==> config.mk <==
export PLATFORM = sky130hd
export DESIGN_NAME = audio_transport_ctrl
export DESIGN_NICKNAME = d
export VERILOG_FILES = /design/src/rtl/audio_transport_ctrl.sv
export SDC_FILE = /design/constraint.sdc
export NUM_CORES = 1
export LEC_CHECK = 0
export ABC_AREA = 1
export BUFFER_PORTS_ARGS = -buffer_cell sky130_fd_sc_hd__buf_2
export CAP_MARGIN = 10
export CORE_MARGIN = 5
export CORE_UTILIZATION = 45
export DETAILED_ROUTE_END_ITERATION = 8
export PLACE_DENSITY_LB_ADDON = 0.15
export SYNTH_ARGS = -nofsm -noshare
export SYNTH_HDL_FRONTEND = slang
export SYNTH_SLANG_ARGS = --single-unit
==> constraint.sdc <==
create_clock -name i_clk -period 5.7 [get_ports i_clk]
set_input_delay 0.855 -clock i_clk [delete_from_list [all_inputs] [get_ports i_clk]]
set_output_delay 0.855 -clock i_clk [all_outputs]
set_load 0.005 [all_outputs]
==> src/rtl/audio_transport_ctrl.sv <==
// Transport sequencer for the audio recorder/player: codec init, record, play,
// pause and loop-restart over an SRAM split into N_SLOTS slots, plus speed control.
module audio_transport_ctrl #(
    parameter int ADDR_W      = 20,
    parameter int N_SLOTS     = 4,
    parameter int SPEED_W     = 4,
    parameter int MAX_SPEED   = 8,
    parameter int TIMER_SHIFT = 15,
    localparam int SLOT_W     = (N_SLOTS > 1) ? $clog2(N_SLOTS) : 1
) (
    input  logic               i_clk,
    input  logic               i_rst,
    input  logic               i_start,
    input  logic               i_stop,
    input  logic               i_up,
    input  logic               i_down,
    input  logic               i_mode,
    input  logic               i_loop,
    input  logic [SLOT_W-1:0]  i_slot,
    input  logic               i_init_done,
    input  logic [ADDR_W-1:0]  i_rec_addr,
    input  logic               i_rec_done,
    input  logic [ADDR_W-1:0]  i_play_addr,
    input  logic               i_play_done,
    output logic               o_init_start,
    output logic               o_rec_start,
    output logic               o_play_start,
    output logic [ADDR_W-1:0]  o_start_pos,
    output logic [ADDR_W-1:0]  o_end_pos,
    output logic [ADDR_W-1:0]  o_rec_base,
    output logic               o_speed_fast,
    output logic               o_speed_slow,
    output logic [SPEED_W-1:0] o_speed_factor,
    output logic               o_sram_sel,
    output logic [2:0]         o_state,
    output logic [4:0]         o_timer,
    output logic [N_SLOTS-1:0] o_slot_valid
);

    localparam logic [2:0] ST_INIT    = 3'd0;
    localparam logic [2:0] ST_IDLE    = 3'd1;
    localparam logic [2:0] ST_RECORD  = 3'd2;
    localparam logic [2:0] ST_PLAY    = 3'd3;
    localparam logic [2:0] ST_PAUSE   = 3'd4;
    localparam logic [2:0] ST_RESTART = 3'd5;

    // A factor of 2^SPEED_W cannot be represented, so clamp to the field's maximum.
    localparam int          FAC_LIM = (MAX_SPEED > (1 << SPEED_W) - 1) ? (1 << SPEED_W) - 1 : MAX_SPEED;
    localparam logic [SPEED_W-1:0] FAC_MAX = SPEED_W'(FAC_LIM);
    localparam logic [SPEED_W-1:0] FAC_ONE = SPEED_W'(1);
    localparam logic [SPEED_W-1:0] FAC_TWO = SPEED_W'(2);
    localparam logic [ADDR_W-1:0]  TIMER_SAT = ADDR_W'(31);

    function automatic logic [ADDR_W-1:0] slot_base(input logic [SLOT_W-1:0] s);
        slot_base = {s, {(ADDR_W-SLOT_W){1'b0}}};
    endfunction

    function automatic logic [ADDR_W-1:0] slot_last(input logic [SLOT_W-1:0] s);
        slot_last = {s, {(ADDR_W-SLOT_W){1'b1}}};
    endfunction

    logic [2:0]         state_r, state_nx_s;
    logic [SLOT_W-1:0]  slot_r, slot_nx_s;
    logic [ADDR_W-1:0]  pos_r, pos_nx_s;
    logic [ADDR_W-1:0]  rec_base_r, base_nx_s;
    logic [ADDR_W-1:0]  start_pos_r, start_pos_nx_s;
    logic [ADDR_W-1:0]  end_pos_r, end_pos_nx_s;
    logic [ADDR_W-1:0]  end_ptr_r [N_SLOTS];
    logic [N_SLOTS-1:0] valid_r, valid_nx_s;
    logic               end_we_s, speed_en_s, speed_clr_s;
    logic               fast_r, fast_nx_s, slow_r, slow_nx_s;
    logic [SPEED_W-1:0] fac_r, fac_nx_s;
    logic [ADDR_W-1:0]  diff_s, tick_s;
    logic [4:0]         timer_r, timer_nx_s;

    // Transport state machine and play-window bookkeeping.
    always_comb begin
        state_nx_s     = state_r;
        slot_nx_s      = slot_r;
        pos_nx_s       = pos_r;
        base_nx_s      = rec_base_r;
        start_pos_nx_s = start_pos_r;
        end_pos_nx_s   = end_pos_r;
        valid_nx_s     = valid_r;
        end_we_s       = 1'b0;
        speed_en_s     = 1'b0;
        speed_clr_s    = 1'b0;
        case (state_r)
            ST_INIT: begin
                if (i_init_done) begin
                    state_nx_s = ST_IDLE;
                end else begin
                    state_nx_s = ST_INIT;
                end
            end
            ST_IDLE: begin
                pos_nx_s    = slot_base(i_slot);
                base_nx_s   = slot_base(i_slot);
                speed_clr_s = i_stop;
                if (i_start && !i_mode) begin
                    slot_nx_s  = i_slot;
                    state_nx_s = ST_RECORD;
                end else if (i_start && valid_r[i_slot]) begin
                    slot_nx_s      = i_slot;
                    state_nx_s     = ST_PLAY;
                    start_pos_nx_s = slot_base(i_slot);
                    end_pos_nx_s   = end_ptr_r[i_slot];
                end else begin
                    state_nx_s = ST_IDLE;
                end
            end
            ST_RECORD: begin
                pos_nx_s = i_rec_addr;
                end_we_s = 1'b1;
                if (i_stop || i_rec_done || (i_rec_addr == slot_last(slot_r))) begin
                    state_nx_s         = ST_IDLE;
                    valid_nx_s[slot_r] = (i_rec_addr != slot_base(slot_r));
                end else begin
                    state_nx_s = ST_RECORD;
                end
            end
            ST_PLAY: begin
                pos_nx_s   = i_play_addr;
                speed_en_s = 1'b1;
                if (i_stop) begin
                    state_nx_s = ST_IDLE;
                end else if (i_play_done && i_loop) begin
                    state_nx_s     = ST_RESTART;
                    start_pos_nx_s = slot_base(slot_r);
                    pos_nx_s       = slot_base(slot_r);
                end else if (i_play_done) begin
                    state_nx_s = ST_IDLE;
                end else if (i_start) begin
                    state_nx_s = ST_PAUSE;
                end else begin
                    state_nx_s = ST_PLAY;
                end
            end
            ST_PAUSE: begin
                speed_en_s = 1'b1;
                if (i_stop) begin
                    state_nx_s = ST_IDLE;
                end else if (i_start) begin
                    state_nx_s     = ST_PLAY;
                    start_pos_nx_s = pos_r;
                end else begin
                    state_nx_s = ST_PAUSE;
                end
            end
            ST_RESTART: begin
                state_nx_s = ST_PLAY;
            end
            default: begin
                state_nx_s = ST_INIT;
            end
        endcase
    end

    // Speed direction/factor; slow is the mirror image of fast.
    always_comb begin
        fast_nx_s = fast_r;
        slow_nx_s = slow_r;
        fac_nx_s  = fac_r;
        if (speed_clr_s) begin
            fast_nx_s = 1'b0;
            slow_nx_s = 1'b0;
            fac_nx_s  = FAC_ONE;
        end else if (speed_en_s && (i_up || i_down)) begin
            if (!fast_r && !slow_r) begin
                fast_nx_s = i_up;
                slow_nx_s = !i_up;
                fac_nx_s  = FAC_TWO;
            end else if (fast_r == i_up) begin
                fac_nx_s = (fac_r >= FAC_MAX) ? FAC_MAX : fac_r + FAC_ONE;
            end else if (fac_r <= FAC_TWO) begin
                fast_nx_s = 1'b0;
                slow_nx_s = 1'b0;
                fac_nx_s  = FAC_ONE;
            end else begin
                fac_nx_s = fac_r - FAC_ONE;
            end
        end else begin
            fac_nx_s = fac_r;
        end
    end

    // Elapsed-time ticks relative to the slot base, saturating at 31.
    always_comb begin
        diff_s = pos_nx_s - base_nx_s;
        tick_s = diff_s >> TIMER_SHIFT;
        if (tick_s > TIMER_SAT) begin
            timer_nx_s = 5'd31;
        end else begin
            timer_nx_s = tick_s[4:0];
        end
    end

    // State, outputs and slot table registers.
    always_ff @(posedge i_clk or posedge i_rst) begin
        if (i_rst) begin
            state_r      <= ST_INIT;
            slot_r       <= '0;
            pos_r        <= '0;
            rec_base_r   <= '0;
            start_pos_r  <= '0;
            end_pos_r    <= '0;
            valid_r      <= '0;
            fast_r       <= 1'b0;
            slow_r       <= 1'b0;
            fac_r        <= FAC_ONE;
            timer_r      <= 5'd0;
            o_init_start <= 1'b1;
            o_rec_start  <= 1'b0;
            o_play_start <= 1'b0;
            o_sram_sel   <= 1'b0;
            for (int i = 0; i < N_SLOTS; i++) begin
                end_ptr_r[i] <= '0;
            end
        end else begin
            state_r      <= state_nx_s;
            slot_r       <= slot_nx_s;
            pos_r        <= pos_nx_s;
            rec_base_r   <= base_nx_s;
            start_pos_r  <= start_pos_nx_s;
            end_pos_r    <= end_pos_nx_s;
            valid_r      <= valid_nx_s;
            fast_r       <= fast_nx_s;
            slow_r       <= slow_nx_s;
            fac_r        <= fac_nx_s;
            timer_r      <= timer_nx_s;
            o_init_start <= (state_nx_s == ST_INIT);
            o_rec_start  <= (state_nx_s == ST_RECORD);
            o_play_start <= (state_nx_s == ST_PLAY);
            o_sram_sel   <= (state_nx_s == ST_PLAY) || (state_nx_s == ST_RESTART);
            if (end_we_s) begin
                end_ptr_r[slot_r] <= i_rec_addr;
            end
        end
    end

    assign o_state        = state_r;
    assign o_start_pos    = start_pos_r;
    assign o_end_pos      = end_pos_r;
    assign o_rec_base     = rec_base_r;
    assign o_speed_fast   = fast_r;
    assign o_speed_slow   = slow_r;
    assign o_speed_factor = fac_r;
    assign o_timer        = timer_r;
    assign o_slot_valid   = valid_r;

endmodule

## After elaboration in Yosys (flattened, before gate mapping)

Cells that the tools add are included.

- Memories kept: 0
- Register bits: 184
- Output and inout bits: 82
- Bits in writable memories: 0
- Latch bits: 0
- ROM bits: 0

- Bitwise logic cells: 3
- Reductions and logical operators: 27
- Shift-type cells: 0
- Add/sub/neg operators: 3
- Muxes and demuxes: 53
- Magnitude comparators: 9
- Multiply operators: 0
- Divide/modulo/power cells: 0
- Eq/ne operators: 18

Operator list:

| cell | count |
|---|---|
| $mux W20 | 12 |
| $pmux W20 S3 | 2 |
| $bwmux W80 | 1 |
| $bmux W20 S2 | 1 |
| $demux W20 S2 | 1 |
| $mux W4 | 6 |
| $eq A20 B20 Y1 | 1 |
| $ne A20 B20 Y1 | 1 |
| $sub A20 B20 Y20 | 1 |
| $mux W3 | 6 |
| $pmux W3 S6 | 1 |
| $mux W1 | 14 |
| $eq A3 B2 Y1 const B | 4 |
| $ne A2 B2 Y1 const B | 6 |
| $mux W2 | 5 |
| $eq A3 B3 Y1 const B | 3 |
| $logic_and A1 B1 Y1 | 7 |
| $reduce_and A7 Y1 | 1 |
| $ge A3 B3 Y1 const B | 2 |
| $logic_not A3 Y1 | 2 |
| $lt A2 B3 Y1 const B | 2 |
| $not A2 Y3 | 2 |
| $reduce_and A3 Y1 | 2 |
| $reduce_bool A3 Y1 | 2 |
| 20 further kinds | 28 |

## Logic depth before layout (Yosys ltp)

- Depth after elaboration: 8
- Mapped depth: 20
- Depth with buffers taken out: 19

## Worst setup path before layout

OpenSTA, ideal clock, no wires.

- Path type: in2reg
- Start: input port i_play_done
- End: register timer_r[3] (netlist: o_timer[3])
- Arrival time: 3.156 ns
- Stages: 13
- Path slack: 2.465 ns
- Library setup time: 0.079 ns
- Required time: 5.621 ns
- Cell sequence: nand2_1 -> nor2_1 -> clkinv_1 -> clkbuf_1 -> nand3_1 -> o211ai_1 -> ha_1 -> clkbuf_1 -> nand2_1 -> nor4_1 -> nand3_1 -> o21ai_0 -> xor2_1

- Longest elaborated chain between the ends: 7

Ends and longest elaborated chain:

| item | line | text |
|---|---|---|
| start, declared | 24 | `input logic i_play_done,` |
| $logic_and A1 B1 Y1 (*) | 127 | `end else if (i_play_done && i_loop) begin` |
| $mux W20 (*) | 127 |  |
| $mux W20 (*) | 125 | `if (i_stop) begin` |
| $pmux W20 S3 (*) | 88 | `case (state_r)` |
| net pos_nx_s[16] | 64 | `logic [ADDR_W-1:0] pos_r, pos_nx_s;` |
| $sub A20 B20 Y20 (*) | 189 | `diff_s = pos_nx_s - base_nx_s;` |
| $gt A5 B5 Y1 | 191 | `if (tick_s > TIMER_SAT) begin` |
| $mux W5 (*) | 191 |  |
| net timer_nx_s[3] | 74 | `logic [4:0] timer_r, timer_nx_s;` |
| end signal, assigned | 230 | `timer_r <= timer_nx_s;` |
| end, declared | 74 |  |

The timed path passes the listed nets; every way through them passes the cells marked *.
A chain may end at the register's enable or synchronous reset.

## Worst setup path in the final report

- Start: input port i_play_done
- End: register timer_r[2] (netlist: o_timer[2])

Same word-level chain as after synthesis.

==> impl_summary.log <==
[metrics] routed metal-1 wire length: 11470 um
[metrics] DIE AREA: 22100 sq um
[metrics] startpoint type of the worst setup path: primary input
[metrics] share of cells above drive strength 1: a little under a fifth
[metrics] number of DRC violations after detailed-routing iteration 0: between 500 and 600
[metrics] global placer's final weighted congestion: 0.9320
[metrics] average detailed-routed wire length per instance: 17.68 um
[metrics] arrival time of the worst setup path: 3.78 ns
[metrics] critical path class: in2reg
[metrics] summed instance area of the synthesized netlist: 8651 sq um
[metrics] number of synthesized flops with an enable pin: 0
[metrics] category of cells accounting for the largest share of critical-path delay: simple AND/OR/NAND/NOR gates
[metrics] setup violation total in the final timing report: 0
[metrics] H-tree levels: 4
[metrics] count of final hold-check violations: 0
[metrics] cell with the biggest individual delay on the critical path: sky130_fd_sc_hd__clkinv_1
[metrics] worst-case setup slack after placement: 1.849 ns
[metrics] Post-Syn Area per Cell: between 8 and 9 sq um
[metrics] CTS hold repair buffers: 0
[metrics] maximum number of buffers from clock root to sink: 2
[metrics] Sw Ratio: between 30% and 40%
[metrics] CP Data Required Time: 6.02 ns
[metrics] number of buffers created by CTS: 17
[metrics] number of placed cells counting well taps: roughly 1.4k
[metrics] post-synth net total: 1077
[metrics] Hold/Removal Path Class: reg2reg
[metrics] number of distinct library cells after synthesis: 39
[metrics] transition time at the pin with the least slew margin: 0.9722 ns
[metrics] input/output buffers: 134
[metrics] floorplan die height: 148.7 um
[metrics] count of maximum capacitance violations: 0
[metrics] TritonCTS sink count: ~180
[metrics] overall global routing resource usage: 22.84%
[metrics] initial antenna violation count: 1
[metrics] largest fanout on the critical path: 17
[metrics] cells along the critical path: buf_2 > nand2_1 > nor2_1 > clkinv_1 > nand3_1 > o211ai_1 > ha_1 > nand2_1 > nor4_1 > nand4_1 > nand3_1 > xor2_1 > inv_1
[metrics] relative max-transition margin: 35.19%
[metrics] delay of the slowest cell on the worst path: 0.55 ns
[metrics] Initial DRT Pass Iterations: 7
[metrics] DRC errors left: 0
[metrics] clock transition at the register clock pins on the worst setup and hold paths after CTS: approximately 0.070 ns
[metrics] area inside the core boundary: 18830 sq um
[metrics] number of post-CTS setup repair buffers: 0
[metrics] total internal power: 3.405 mW
[metrics] WL met3: between 1500 and 2000 um
[metrics] vias in the first global route: 7295
[metrics] Peak supply drop: 0.2602 mV
[metrics] Power Dens Cells: 556.5 nW/um^2
[metrics] antenna-violating nets left: 0
[metrics] total number of yosys warnings: 0
[metrics] later-pin clock latency in the skew report: 0.44 ns
[metrics] predominant post-synthesis flop cell: sky130_fd_sc_hd__dfrtp_1
[metrics] Mapped Cells: 1004
[metrics] # resized after CTS: 0
[metrics] Async SR Flop Fraction: 100.0%
[metrics] clock group share of total power: 20.8%
[metrics] wire length of the first global-routing pass: roughly 40000 um
[metrics] largest net degree at the start of global routing: between 150 and 200
[metrics] CTS Root Cell: sky130_fd_sc_hd__clkbuf_16
[metrics] nets: 1193
[metrics] met2 wire len: roughly 11000 um
[metrics] reported leakage power: 5.125 nW
[metrics] Std-Cell Rows: 50
[metrics] worst hold margin: 0.4808 ns
[metrics] die width: around 150 um
[metrics] post-layout min period: 3.452 ns
[metrics] number of synthesized register bits: 184
[metrics] growth of design area from synthesis to finish: 17.26%
[metrics] setup skew after layout: 0.01104 ns
[metrics] Comb pwr share: 41.6%
[metrics] critical path capture point type: flip-flop
[metrics] overflow left after global routing: 0
[metrics] Top-Level Pins: 135
[metrics] initial cell density of the core: 45.94%
[metrics] final setup margin: 2.248 ns
[metrics] number of vias per cell after detailed routing: 5.317
[metrics] routed wire length: 24620 um
[metrics] clock tree from TritonCTS: done
[metrics] Slew Limit Fails: 0
[metrics] part of the Yosys area used for sequential elements: 53.25%
[metrics] Max Used Layer: met5
[metrics] RSZ-0062 raised after global routing: false
[metrics] net switching power: 2.239 mW
[metrics] sum of net half-perimeters after detailed placement: 16900 um
[metrics] Peak Freq: 289.7 MHz
[metrics] share of the clock period used by the worst path after layout: 60.56%
[metrics] Via Count: 7407
[metrics] Inserted Diodes: 0
[metrics] Crit path buffers/inverters: 3
[metrics] setup TNS: 0 ns
[metrics] outcome: completed
[metrics] number of cells in the finished layout apart from fillers: 1393
[metrics] sequential power share: 37.6%
-- logic make-up after synthesis --
logic type | share of synthesized area, %
simple gates | 17.20
mux | 2.864
fa+ha+maj | 2.893
xor+xnor | 0.5062
compound gates | 16.72
buf+inv | 6.566
flops | 53.25
-- flip-flops by register name (all words and copies together), names as in the netlist --
signal / cells
o_speed_slow: 1
o_start_pos: 20
o_end_pos: 20
o_init_start: 1
o_rec_base: 20
o_speed_fast: 1
end_ptr_r: 80
o_state: 3
o_slot_valid: 4
o_timer: 5
o_rec_start: 1
o_sram_sel: 1
pos_r: 20
o_speed_factor: 4
slot_r: 2
o_play_start: 1
-- per-stage QoR --
step                      power, mW  utilization (%)  instance area [sq um]
final                         5.645            53.87                  10140
after global routing          6.132            53.87                  10140
after CTS                     5.654            53.87                  10140
after detailed placement      4.460            50.77                   9560
after global placement        4.423            50.77                   9560
after floorplan               3.756                -                   8655
-- placed cells by master, fill, tap and decap left out, drive strengths merged, types with 3 or more instances in the layout --
| cell type | count |
|---|---|
| nand2 | 187 |
| a31oi | 3 |
| a21oi | 49 |
| nor2 | 90 |
| o21ai | 163 |
| xor2 | 4 |
| a21o | 4 |
| nor3 | 10 |
| mux2 | 22 |
| dfrtp | 182 |
| buf | 142 |
| clkinv | 9 |
| nor4 | 6 |
| clkbuf | 21 |
| o22ai | 23 |
| o211ai | 12 |
| ha | 20 |
| o21bai | 3 |
| nand4 | 13 |
| nand3 | 53 |
| inv | 100 |
-- power by group through the flow --
stage          Combinational (mW)  Clock [mW]  Sequential [mW]
2_1_floorplan                1.67           0             2.08
3_3_place_gp                 2.30           0             2.12
3_5_place_dp                 2.32           0             2.14
4_1_cts                      2.34        1.20             2.12
5_1_grt                      2.70        1.25             2.18
6_report                     2.35        1.17             2.12
-- worst reg2reg max path, stage by stage, from the launching register on --
cell and delay, ns:
sky130_fd_sc_hd__dfrtp_1 0.49, sky130_fd_sc_hd__nor2_1 0.10, sky130_fd_sc_hd__nor2_1 0.11, sky130_fd_sc_hd__buf_4 0.20, sky130_fd_sc_hd__clkinv_1 0.49, sky130_fd_sc_hd__a21oi_1 0.39, sky130_fd_sc_hd__a21oi_1 0.16, sky130_fd_sc_hd__ha_1 0.36
sky130_fd_sc_hd__a21oi_1 0.25, sky130_fd_sc_hd__o21ai_0 0.13, sky130_fd_sc_hd__o21bai_1 0.17, sky130_fd_sc_hd__a21oi_1 0.19, sky130_fd_sc_hd__nand2_1 0.07, sky130_fd_sc_hd__nand2_1 0.07, sky130_fd_sc_hd__nand2_1 0.05
-- synth_stat cells (4+ instances only) --
cell type	number	share of area, %
sky130_fd_sc_hd__dfrtp_1	182	53
sky130_fd_sc_hd__mux2_2	22	2.9
sky130_fd_sc_hd__o22ai_1	23	1.7
sky130_fd_sc_hd__nor2_1	89	3.9
sky130_fd_sc_hd__a21oi_1	49	2.8
sky130_fd_sc_hd__nand3_1	53	3.1
sky130_fd_sc_hd__o211ai_1	12	1.0
sky130_fd_sc_hd__ha_1	20	2.9
sky130_fd_sc_hd__nor3_1	10	0.58
sky130_fd_sc_hd__xor2_1	4	0.40
sky130_fd_sc_hd__nand4_1	13	0.94
sky130_fd_sc_hd__inv_1	92	4.0
sky130_fd_sc_hd__nand2_1	185	8.0
sky130_fd_sc_hd__nor4_1	6	0.43
sky130_fd_sc_hd__a21o_1	4	0.35
sky130_fd_sc_hd__inv_2	7	0.30
sky130_fd_sc_hd__clkbuf_1	33	1.4
sky130_fd_sc_hd__o21ai_0	144	8.3
sky130_fd_sc_hd__o21ai_1	18	1.0
sky130_fd_sc_hd__buf_2	7	0.40
-- per-layer routing --
metal / GRT usage, % / vias up
li1: - / 3618
met1: 33.13 / 3472
met2: 33.67 / 281
met3: 6.368 / 34
met4: 6.559 / 2
met5: 0 / -
-- worst paths after layout --
| kind | start | endpoint | slack, ns | cells after the start |
|---|---|---|---|---|
| setup / recovery | i_play_done | o_timer[2] | 2.25 | 13 |
| hold / removal | end_ptr_r[30] | end_ptr_r[30] | 0.48 | 2 |
| setup reg to reg | o_state[0] | o_timer[4] | 2.35 | 14 |
| hold reg to reg | end_ptr_r[30] | end_ptr_r[30] | 0.48 | 2 |
| max in group asynchronous | i_rst | o_timer[0] | 4.30 | 3 |
| min in group asynchronous | i_rst | end_ptr_r[70] | 0.72 | 3 |
-- area by class of cell --
| cell class | instances | area (sq um) |
|---|---|---|
| inverters | 102 | 386.6 |
| repair buffers | 142 | 743.2 |
| well taps | 260 | 325.3 |
| fillers | 1781 | 8687 |
| clock inverters | 11 | 122.6 |
| clock buffers | 21 | 460.4 |
| multi-input cells | 673 | 3498 |
| flip-flops and latches | 184 | 4607 |
Note: power is estimated with default switching activity, not from simulation.
